--- src/rtl/register_file_pkg.sv ---
// Shared rv32i integer register-file constants and types.
// Imported by the register file and by anything that indexes it.
package register_file_pkg;

    localparam int XLEN       = 32;
    localparam int REG_ADDR_W = 5;
    localparam int REG_COUNT  = 32;
    localparam int ZERO_REG   = 0;

    typedef logic [REG_ADDR_W-1:0] reg_idx_t;
    typedef logic signed [XLEN-1:0] word_t;

endpackage

--- src/rtl/register_file.sv ---
// rv32i integer register file: two combinational read ports, one synchronous write port.
// Register x0 is hardwired to zero; write-back has no bypass into the read ports.
module register_file
    import register_file_pkg::*;
#(
    parameter int DataWidth = XLEN,
    parameter int AddrWidth = REG_ADDR_W
) (
    input  logic                        clk,
    input  logic                        rst_n,
    input  logic        [AddrWidth-1:0] rs1,
    output logic signed [DataWidth-1:0] rs1_data_out,
    input  logic        [AddrWidth-1:0] rs2,
    output logic signed [DataWidth-1:0] rs2_data_out,
    input  logic        [AddrWidth-1:0] rd,
    input  logic                        rd_write_enable,
    input  logic        [DataWidth-1:0] rd_data_in
);

    localparam int Depth = 1 << AddrWidth;
    localparam logic [AddrWidth-1:0] ZeroIdx = AddrWidth'(ZERO_REG);

    // Flop array rather than RAM so that reset can clear every entry in one edge.
    logic signed [DataWidth-1:0] mem_q [Depth];

    logic wr_en_d;
    assign wr_en_d = rd_write_enable && (rd != ZeroIdx);

    always_ff @(posedge clk) begin
        if (!rst_n) begin
            for (int i = 0; i < Depth; i++) begin
                mem_q[i] <= '0;
            end
        end else if (wr_en_d) begin
            mem_q[rd] <= $signed(rd_data_in);
        end
    end

    // x0 is forced at the read mux so it reads zero regardless of storage contents.
    assign rs1_data_out = (rs1 == ZeroIdx) ? '0 : mem_q[rs1];
    assign rs2_data_out = (rs2 == ZeroIdx) ? '0 : mem_q[rs2];

endmodule

--- config.mk ---
export PLATFORM = sky130hd
export DESIGN_NAME = register_file
export DESIGN_NICKNAME = d
export VERILOG_FILES = /design/src/rtl/register_file_pkg.sv /design/src/rtl/register_file.sv
export SDC_FILE = /design/constraint.sdc
export NUM_CORES = 2
export LEC_CHECK = 0
export CAP_MARGIN = 20
export CORE_UTILIZATION = 50
export CTS_CLUSTER_DIAMETER = 100
export DETAILED_ROUTE_END_ITERATION = 7
export PLACE_DENSITY = 0.71
export REMOVE_ABC_BUFFERS = 1
export SETUP_SLACK_MARGIN = 0.02
export SLEW_MARGIN = 20
export SYNTH_ARGS = -nofsm -noshare
export SYNTH_HDL_FRONTEND = slang
export SYNTH_SLANG_ARGS = --single-unit
--- constraint.sdc ---
create_clock -name clk -period 4.6 [get_ports clk]
set_input_delay 0.92 -clock clk [delete_from_list [all_inputs] [get_ports clk]]
set_output_delay 0.92 -clock clk [all_outputs]
set_load 0.01 [all_outputs]
* Yosys cells after proc, flatten, opt, wreduce, memory -nomap -nowiden
Memory sizes are Yosys's and may differ from the RTL's.
Index checks and enable logic that the tools add are counted.
** Operators by class
- Multiplexer cells :: 9
- Reduce and logical (&&, ||, !) cells :: 5
** Operators with widths (number)
- two-way mux 32 bit :: 3
- OR reduction 32 bit :: 1
- zero test 5 bit :: 2
- two-way mux 1 bit :: 5
- two-way mux 5 bit :: 1
- nonzero test 5 bit :: 1
- logical AND 1 bit :: 1
** Storage, ports and cells
- Register bits :: 0
- Memory bits (writable) :: 1024
- Bits of input ports :: 50
- Output and inout bits :: 64
- Memories :: 1
** Memories
- mem_q :: depth 32, width 32, rd ports 2, clocked after Yosys merged registers in 0, wr ports 32, line register_file.sv:24 : logic signed [DataWidth-1:0] mem_q [Depth];

* Logic depth before layout (Yosys ltp)
- Word-level depth :: 7
- Gate-level depth with buffers :: 9

* Least setup slack after synthesis
Ideal clock, no wire load.
- Path type :: input-to-reg
- From :: in rst_n
- To :: mem mem_q[24][0] (netlist bit) (enable)
- Library setup time :: 0.466 ns
- Data arrival time :: 3.990 ns
- Required time :: 4.134 ns
- Path slack :: 0.144 ns
- Stages :: 5
- Path buffers :: 2
- Path through :: buf_2 nand2_1 or3_1 clkbuf_1 o21ai_0
** RTL lines
- start: declaration :: line register_file.sv:10 : input logic rst_n,
- end: declaration :: line register_file.sv:24

* Worst setup path in the final report
- From :: in rs2[3]
- To :: out rs2_data_out[6]
** Between the ends
- Word-level cells in the longest chain between the ends :: 2
- Elaborated cells on any way between the ends :: 3
** Ends and longest elaborated chain
- start: declaration :: line register_file.sv:13 : input logic [AddrWidth-1:0] rs2,
- memory read (32 x 32 bit) / zero test 5 bit (equally long branches)
- two-way mux 32 bit * :: line register_file.sv:41 : assign rs2_data_out = (rs2 == ZeroIdx) ? '0 : mem_q[rs2];
- end: declaration :: line register_file.sv:14 : output logic signed [DataWidth-1:0] rs2_data_out,
Every way passes the cells marked *; elsewhere a longest branch is shown, timed or not.

==> qor.csv <==
stage,metric,value,unit
outcome,outcome,"finished, final reports clean",
finish,area grow syn2layout,15.38,%
routing,DRT Pass-1 Iters,5,
synthesis,"Seq/Total Area, Yosys",0.5673,
synthesis,Mean Syn Cell Area,15.45,um2
finish,Nets,3707,
power_and_ir_drop,Clk pwr share,0.378,
global_routing,GRT Overall Usage,0.3112,
power_and_ir_drop,leakage,0.02156,uW
global_routing,met1 Use GR,0.4322,
clock_network,Root Buffer,clkbuf_16,
clock_network,cts hold-fix bufs,0,
finish,share of cells above drive strength 1,0.2889,
sta,Slew @ Worst Pin,1150,ps
finish,fillers,8086,
clock_network,deepest clock path buffer count,3,
global_routing,GR Util met2,0.4826,
global_routing,initial antenna violation count,3,
sta,unrepaired setup endpoints after global routing,true,
worst_hold_path,hold path depth,2,
synthesis,Synth Flop Type,edfxtp_1,
global_routing,first-pass GRT wire length,245.7,mm
floorplan,die area,109700,um2
global_routing,layer with the highest usage,met2,
routing,DR iter-0 viols,5159,
power_and_ir_drop,Sequential Power Share,0.487,
sta,post-route minimum period,4572,ps
power_and_ir_drop,combinational share of power,0.135,
worst_hold_path,Min-Delay Endpoint,mem_q[28][15]$_SDFFCE_PN0P_,
sta,Max Slew Vio Count,0,
power_and_ir_drop,total internal power,17030,uW
worst_hold_path,hold_sp,rst_n,
synthesis,#FFs+latches synth,1024,
setup_path,"slowest stage delay, CP",530,ps
finish,Largest register FFs,1024,
setup_path,Setup crit end kind,primary output,
placed_design,Post-DP HPWL,108.4,mm
floorplan,core footprint,107200,um2
floorplan,io pins,114,
synthesis,Synth Warn #,0,
synthesis,Synth cell types,41,
power_and_ir_drop,Switch Pwr,5648,uW
global_routing,global route total overflow,0,
global_routing,largest net degree at the start of global routing,56,
sta,Fin. Hold Viols,0,
floorplan,Initial Utilization,0.5056,
global_routing,vias in the first global route,34290,
routing,routed wire length,171.6,mm
clock_network,CTS tree,done,
sta,Final Setup Violations,0,
setup_path,CP Cell Sequence,clkdlybuf4s50_1 > buf_12 > or3b_2 > buf_6 > o221ai_1 > a221oi_1 > nor4_2 > buf_4 > clkdlybuf4s50_1,
finish,Top reg by flops,mem_q,
floorplan,row cnt,120,
synthesis,commonest cells in the netlist,"edfxtp_1 (1024), and2_1 (996), mux4_2 (470)",
setup_path,Startpoint Class,input port,
power_and_ir_drop,pwr/cell area,362.6,nW/um2
setup_path,slowest cell on the critical path,clkdlybuf4s50_1,
routing,Routed WL per cell,33.29,um
synthesis,Synth Cell Area,54200,um2
power_and_ir_drop,sw frac,0.2491,
power_and_ir_drop,Total Power,22680,uW
setup_path,required time worst endpoint,3680,ps
power_and_ir_drop,VDD IR max,0.2758,mV
finish,Top Registers,mem_q: 1024 flops,
sta,final period utilization,0.9940,
clock_network,Clock H-tree levels,3,
clock_network,Inserted Clock Buffers,106,
clock_network,"Reg clk slew, reported paths",60,ps
routing,drc violations,0,
finish,final core occ,0.5834,
setup_path,"Data arrival, critical path",3650,ps
synthesis,Synth area leader,edfxtp_1,
sta,Fmax,218.7,MHz
clock_network,count of clock tree sinks,1024,
placed_design,gpl congestion,0.8950,
synthesis,Async SR Flop Fraction,0,
synthesis,"EDFF count, synth",1024,
routing,"antenna viol nets, final",0,
synthesis,Synth top area share,0.5673,
worst_hold_path,Hold WC Path Type,in -> reg,
floorplan,Die H,331.3,um
routing,total vias in the final route,34680,
synthesis,cell with the most instances after synthesis,edfxtp_1,
placed_design,# port buffers,113,
sta,Worst Hold Margin,889.3,ps
routing,Vias/cell,6.728,
synthesis,Syn Inst Count,3509,
global_routing,routing usage on met3,0.07799,
setup_path,Critical Setup Path Class,in -> out,
setup_path,CP most frequent cell,clkdlybuf4s50_1,
synthesis,most area-consuming cells after synthesis,"edfxtp_1 (57%), mux4_2 (20%), and2_1 (11%), mux2i_1 (2.8%), clkbuf_1 (1.9%)",
finish,multi-input logic area,22690,um2
flow_run,Max-Cap Viols,0,
sta,Max-slew headroom,0.2309,
floorplan,Die Wd,331.3,um
finish,register area,30750,um2
setup_path,CP Max Fanout,15,
worst max-delay path, delay by kind of cell:
| family | cells | cell delay [ps] |
|---|---|---|
| AO/OA/AOI/OAI | 2 | 310 |
| AND/OR/NAND/NOR | 2 | 840 |
| buffers and inverters | 5 | 1550 |
how the worst max path moves through the flow:
| stage | from | endpoint | slack, ps | cells after the start |
|---|---|---|---|---|
| global placement | rs2[3] | rs2_data_out[19] | -400 | 10 |
| finish | rs2[3] | rs2_data_out[6] | 30 | 9 |
| floorplan | rs1[4] | rs1_data_out[13] | -460 | 3 |
| global route | rs2[3] | rs2_data_out[23] | -20 | 9 |
| detailed placement | rs2[3] | rs2_data_out[19] | -410 | 10 |
| CTS | rs2[3] | rs2_data_out[19] | -8 | 10 |
per-layer routing:
layer	vias up	part of all wire
met5	-	0.000047
met4	2	0.033
met3	384	0.13
met2	2524	0.46
met1	17840	0.37
li1	13920	-
area by class of cell:
cell class / instances / share of cell area
clock inverters: 64 / 0.009183
flip-flops and latches: 1024 / 0.4917
clock buffers: 136 / 0.04523
diodes: 2 / 0.00008003
repair buffers: 397 / 0.06284
inverters: 2 / 0.0001200
multi-input cells: 2126 / 0.3628
well taps: 1403 / 0.02807
power by group through the flow:
| stage | Clock, uW | Sequential [uW] | Combinational [uW] |
|---|---|---|---|
| 2_1_floorplan | 0 | 11100 | 1360 |
| 3_3_place_gp | 0 | 11200 | 2920 |
| 3_5_place_dp | 0 | 11200 | 2950 |
| 4_1_cts | 8580 | 11000 | 2980 |
| 5_1_grt | 8910 | 11100 | 3150 |
| 6_report | 8570 | 11100 | 3060 |
cell families (layout without fill, tap and decap cells):
| logic type | after synthesis | count (layout) | share of synthesized area |
|---|---|---|---|
| simple gates | 1149 | 1149 | 0.1297 |
| flops | 1024 | 1024 | 0.5673 |
| mux | 654 | 654 | 0.2300 |
| buf+inv | 390 | 599 | 0.03333 |
| compound gates | 291 | 291 | 0.03961 |
| other cells | 1 | 34 | 0.00006918 |
what timing repair did:
action | CTS | global route
buffers inserted | 0 | 0
endpoints found under the setup margin | 23 | 23
pin swaps | 1 | 4
gates resized for setup | 31 | 45
through the flow:
stage / instance area, um2 / setup TNS [ps] / setup slack (ps) / std cells
4_1_cts: 62390 / -12.89 / -8.264 / 5151
2_1_floorplan: 52520 / -14170 / -462.0 / 3152
3_5_place_dp: 58860 / -2172 / -411.9 / 4951
5_1_grt: 62540 / -44.32 / -20.54 / 5152
6_report: 62540 / 0 / 27.75 / 5154
3_3_place_gp: 58870 / -2105 / -404.1 / 4951
cells in the final DEF (no fill, tap or decap), types with 5 or more instances in the layout:
cell	Yosys	routed
a21oi_1	10	10
clkinvlp_4	0	5
a22oi_1	18	18
nor3_1	54	41
nand2_1	9	9
conb_1	1	32
mux2i_1	154	154
edfxtp_1	1024	1024
a2111oi_2	0	15
clkinv_2	0	17
clkbuf_16	0	109
nor3_2	0	10
clkbuf_1	275	27
o221ai_1	27	27
o21ai_4	0	31
a22o_1	51	50
a211oi_1	34	26
mux4_2	470	470
buf_2	49	20
buf_6	19	7
buf_12	0	58
nor2b_1	15	13
nor2_4	0	28
nand3_1	5	5
o22ai_2	0	7
bufinv_16	0	9
mux2_2	30	30
o22ai_1	79	72
and2_1	996	995
nand2b_1	6	6
buf_4	37	223
a2111oi_1	12	7
nand3b_1	5	5
a211oi_2	0	8
clkinv_1	0	26
clkdlybuf4s50_1	0	83
nor4_1	8	6
Note: power is estimated with default switching activity, not from simulation.
